`src/rtl/ab_pipe_flex.sv`:
```
// Elastic DEPTH-stage pipeline computing a bitwise AND/OR/XOR/NAND of two operands.
// Valid/ready handshake on both sides, bubble collapse, synchronous flush.
module ab_pipe_flex #(
  parameter int W     = 8,
  parameter int DEPTH = 2
) (
  input  logic                       clk,
  input  logic                       reset,
  input  logic [1:0]                 op,
  input  logic [W-1:0]               a,
  input  logic [W-1:0]               b,
  input  logic                       in_valid,
  output logic                       in_ready,
  output logic                       out_valid,
  input  logic                       out_ready,
  output logic [W-1:0]               q,
  input  logic                       flush,
  output logic [$clog2(DEPTH+1)-1:0] occupancy
);

  localparam int OW = $clog2(DEPTH+1);

  logic [W-1:0]     d_q [DEPTH];
  logic [W-1:0]     d_d [DEPTH];
  logic [DEPTH-1:0] v_q;
  logic [DEPTH-1:0] v_d;
  logic [DEPTH-1:0] adv;
  logic [W-1:0]     f;
  logic             adv_acc;
  logic [OW-1:0]    occ_cnt;

  always_comb begin
    case (op)
      2'b00:   f = a & b;
      2'b01:   f = a | b;
      2'b10:   f = a ^ b;
      default: f = ~(a & b);
    endcase
  end

  // A stage may advance if downstream is taking data or any stage at or after it is empty.
  always_comb begin
    adv     = '0;
    adv_acc = out_ready;
    for (int k = DEPTH-1; k >= 0; k--) begin
      adv_acc = adv_acc | ~v_q[k];
      adv[k]  = adv_acc;
    end
  end

  assign in_ready  = adv[0] & ~flush;
  assign out_valid = v_q[DEPTH-1];
  assign q         = d_q[DEPTH-1];

  always_comb begin
    d_d = d_q;
    v_d = v_q;
    if (flush) begin
      v_d = '0;
    end else begin
      if (adv[0]) begin
        d_d[0] = f;
        v_d[0] = in_valid & in_ready;
      end
      for (int k = 1; k < DEPTH; k++) begin
        if (adv[k]) begin
          d_d[k] = d_q[k-1];
          v_d[k] = v_q[k-1];
        end
      end
    end
  end

  always_ff @(posedge clk or posedge reset) begin
    if (reset) begin
      for (int k = 0; k < DEPTH; k++) begin
        d_q[k] <= '0;
      end
      v_q <= '0;
    end else begin
      d_q <= d_d;
      v_q <= v_d;
    end
  end

  always_comb begin
    occ_cnt = '0;
    for (int k = 0; k < DEPTH; k++) begin
      occ_cnt = occ_cnt + OW'(v_q[k]);
    end
  end

  assign occupancy = occ_cnt;

endmodule

```
`config.mk`:
```
export PLATFORM = sky130hd
export DESIGN_NAME = ab_pipe_flex
export DESIGN_NICKNAME = d
export VERILOG_FILES = /design/src/rtl/ab_pipe_flex.sv
export SDC_FILE = /design/constraint.sdc
export NUM_CORES = 1
export LEC_CHECK = 0
export CAP_MARGIN = 20
export CORE_UTILIZATION = 35
export CTS_CLUSTER_DIAMETER = 30
export CTS_CLUSTER_SIZE = 40
export DETAILED_ROUTE_END_ITERATION = 8
export HOLD_SLACK_MARGIN = 0.15
export PLACE_DENSITY_LB_ADDON = 0.3
export SYNTH_ARGS = -nofsm -noshare
export SYNTH_HDL_FRONTEND = slang
export SYNTH_SLANG_ARGS = --single-unit
```
`constraint.sdc`:
```
create_clock -name clk -period 1.2 [get_ports clk]
set_input_delay 0.24 -clock clk [delete_from_list [all_inputs] [get_ports clk]]
set_output_delay 0.24 -clock clk [all_outputs]
set_load 0.02 [all_outputs]
```
Word level (Yosys, flattened, before mapping)
Index checks and enable logic that the tools add are counted.
{"block": "totals", "reg_bits": 18, "latchBits": 0, "mem_bits_rw": 0, "rom_bits": 0, "in_bits": 23, "output_inout_bits": 12, "elab_cells": 27, "n_memories": 0}
{"block": "op_classes", "addsub": 1, "mul": 0, "div": 0, "magnitude_cmp": 0, "n_eq_ne": 2, "shifts": 0, "mux": 4, "bitwise": 11, "reduce_logical": 5}
{"cell": "8-bit case mux with 3 select lines", "count": 1}
{"cell": "8-bit bitwise AND", "count": 1}
{"cell": "8-bit inverter", "count": 1}
{"cell": "8-bit bitwise OR", "count": 1}
{"cell": "8-bit XOR", "count": 1}
{"cell": "2-bit AND reduction", "count": 2}
{"cell": "2-bit nonzero test", "count": 2}
{"cell": "1-bit inverter", "count": 3}
{"cell": "1-bit by 1-bit adder with 2-bit output", "count": 1}
{"cell": "1-bit bitwise AND", "count": 2}
{"cell": "2-bit by 1-bit == test with 1-bit output, second input constant", "count": 1}
{"cell": "2-bit == test, second input constant", "count": 1}
{"cell": "2-bit logical NOT", "count": 1}
{"cell": "1-bit 2-to-1 mux", "count": 2}
{"cell": "2-bit 2-to-1 mux", "count": 1}
{"cell": "1-bit bitwise OR", "count": 2}

Depth between registers and ports, before layout
{"block": "logic_depth", "word_depth": 7, "mapped_depth": 6, "depth_no_buf": 5}

Worst setup path after synthesis
Ideal clock, no wire load.
{"block": "synth_path", "path_type": "register to output", "start": "register v_q[1]", "end": "output in_ready", "arrival_time_ns": 1.268, "required_ns": 0.960, "slack_ns": -0.308, "stages_incl_launch_ff": 6, "path_buffers": 2, "path_cell_list": "dfrtp_1 and3b_1 buf_6 or2_1 buf_6 inv_1"}
{"block": "synth_via", "elab_chain_cells": 4}
{"item": "start: declaration", "line_no": "25", "source": "logic [DEPTH-1:0] v_q;"}
{"item": "start signal: assignment", "line_no": "82", "source": "v_q <= v_d;"}
{"item": "1-bit inverter", "line_no": "46", "source": "adv_acc = adv_acc | ~v_q[k];"}
{"item": "1-bit bitwise OR (2 in a row)", "line_no": "46"}
{"item": "1-bit bitwise AND", "line_no": "51", "source": "assign in_ready = adv[0] & ~flush;"}
{"item": "end: declaration", "line_no": "13", "source": "output logic in_ready,"}
No other way between the ends.

Worst setup path after layout
{"block": "layout_path", "start": "register v_q[0]", "end": "output in_ready"}
{"block": "layout_via", "elab_chain_cells": 3}
{"item": "1-bit inverter", "line_no": "46"}
{"item": "1-bit bitwise OR", "line_no": "46"}
{"item": "1-bit bitwise AND", "line_no": "51"}
No other way between the ends.

==> metrics.txt <==
number of global-route vias before repair 1035; CTS root buf clkbuf_8; CP arrival 1.30 ns; antenna-violating nets left 0; fin cells 226; FMAX 0.651 GHz; CTS tree yes; max_cap viols 0; post-DP HPWL slightly above 2000 um; worst-path fanout max 2; #FFs+latches synth 18; Hold Crit Start d_q[12]; total global routing overflow 0; Util after Layout 52.3%; post-synthesis net count 174; Worst Slack Setup Final -0.336 ns; first-pass GRT wire length 4360 um; Vias 1058; gr usage total 13.6%; Worst R2R Path Depth 6; RSZ-0062 raised after global routing true; register area share after synthesis 33.4%; Crit Path Class flop to output pin; Yosys Warn Count 0; Antenna Cells 0; top cells by area, synth dfrtp_1 33%, ha_1 16%, mux2_2 10%, mux2i_1 5.9%, inv_1 5.3%; most common cell in the netlist inv_1; crit-path max cell delay 0.38 ns; share of the synthesized area in the top cell type 33.4%; worst path required time between 0.9 and 1 ns; failing checks negative setup slack; clk sinks 18; Post-synth EDFFs 0; initial core utilization 36.5%; Post-Synthesis Cells 134; Die Area 0.00410 mm^2; DRT Pass-1 Iters 3; total CTS buffers 3; Post-Layout Inst Area 0.00193 mm^2; hold crit path type flop to flop; post-place setup slack -0.885 ns; slew margin rel. 78.7%; Hold Path Cell Cnt 1; Die W about 64 um; share of layout cells above drive strength 1 39.3%; largest net degree at the start of global routing 17; WHS Endpoint q[4]; Worst Setup Start Kind flop; Die Ht 64.1 um; DR iter-0 viols 24; num ports 35; Worst Setup SP v_q[0]; synth-to-layout area growth 43.2%; IO Port Bufs 34; Avg Synthesized Cell Area 10.1 um^2; worst-path cell chain and3b_1, or2_4, clkinvlp_4, buf_6; Lkg Pwr between 0.0009 and 0.001 uW; CORE AREA ~0.0037 mm^2; Post-Syn Area 0.00135 mm^2; # DRC 0; Reg clk slew, reported paths roughly 0.07 ns; routed wire length 2620 um; fraction of registers with async set/reset 100%; clk buf depth 2; top cells by count, synth 19 x inv_1, 18 x dfrtp_1, 17 x ha_1; antenna violations before repair 0; reg-to-reg slack, setup -0.32 ns; Top FF cell, synth dfrtp_1; Setup Skew 0.00176 ns; Period Utilization, post-route 128%; Final Power 1890 uW; library cells used by synthesis 24; final setup fails 16; Tightest Pin Transition ~0.32 ns; H-tree levels 1; area leader, netlist dfrtp_1; Tmin final 1.54 ns; Final Max Slew Viols 0; clock latency on the worst-skew pair 0.26 ns; Worst IR Drop VDD 0.397 mV; RD Place Congestion 0.686; critical path's slowest cell dfrtp_1; dpl cells 220; status finished with violations; worst r2r dst q[1]; dpl cell area roughly 0.0018 mm^2; num rows 22; Avg WL per Cell 11.6 um; Pwr Density 980 mW/mm^2; vias per inst approximately 4.7; CP endpoint kind output pin; final hold vios 0; final net count between 200 and 250; reg-to-reg startpoint v_q[1]
-- cell usage in the layout (no fill, tap or decap), drive strengths merged --
cell type	count
buf	23
dlygate4sd2	19
dfrtp	18
inv	18
ha	17
mux2	12
o21ai	12
clkbuf	10
mux2i	8
o31ai	6
nor2	5
o211ai	4
and2b	4
or2	4
a21oi	4
nand2	3
clkdlybuf4s50	3
clkdlybuf4s15	2
and3b	1
clkinvlp	1
a211o	1
o21ba	1
a31oi	1
dlygate4sd3	1
-- layer usage --
layer	share of wire [%]	GRT usage (%)
met3	5.1	2.32
met2	50	24.3
met4	1.6	5.97
met1	44	15.8
met5	0	0
-- critical path, delay by kind of cell (launching register included) --
kind	cells	cell delay, ns
buffers and inverters	2	0.20
flip-flops	1	0.38
AND/OR/NAND/NOR	2	0.46
-- worst max-delay path by stage --
stage / end / depth (start not counted)
finish: in_ready / 4
global route: in_ready / 4
global placement: in_ready / 5
detailed placement: in_ready / 5
floorplan: in_ready / 5
CTS: in_ready / 4
-- power by group --
| group | leakage, uW | internal, uW | switching, uW |
|---|---|---|---|
| Sequential | 0.000215 | 703 | 52.5 |
| Combinational | 0.000732 | 343 | 300 |
| Clock | 0.0000288 | 292 | 201 |
| Total | 0.000977 | 1340 | 554 |
-- kinds of logic after synthesis --
group,synth area share [%]
adder cells (fa/ha/maj),15.8
AO/OA/AOI/OAI,14.5
multiplexers,16.0
flip-flops,33.4
buffers and inverters,13.1
AND/OR/NAND/NOR,7.24
-- through the flow --
| stage | hold WS (ns) | TNS, ns |
|---|---|---|
| floorplan | 0.179 | -2.68 |
| global placement | 0.420 | -8.54 |
| detailed placement | 0.418 | -8.87 |
| CTS | 0.502 | -2.64 |
| global route | 0.507 | -4.59 |
| finish | 0.500 | -3.61 |
-- area by class of cell --
cell class / instances / area [um^2]
Timing Repair Buffer: 54 / 464
Inverter: 19 / 75.1
Sequential cell: 18 / 452
Fill cell: 360 / 1760
Multi-Input combinational cell: 83 / 823
Tap cell: 48 / 60.1
Clock buffer: 4 / 55.1
-- registers in the layout (all words and copies together), names as in the netlist --
| name | cells |
|---|---|
| d_q | 8 |
| q | 8 |
| v_q | 2 |
-- timing repair --
action                     4_1_cts  5_1_grt
gates cloned                     0        0
buffers inserted                 0        2
setup endpoints to repair       28       28
pin swaps                       10        0
hold endpoints to repair         2        0
gates resized for setup         72       15
hold buffers                     1        0
No activity file was read; power rests on OpenSTA's default activity.
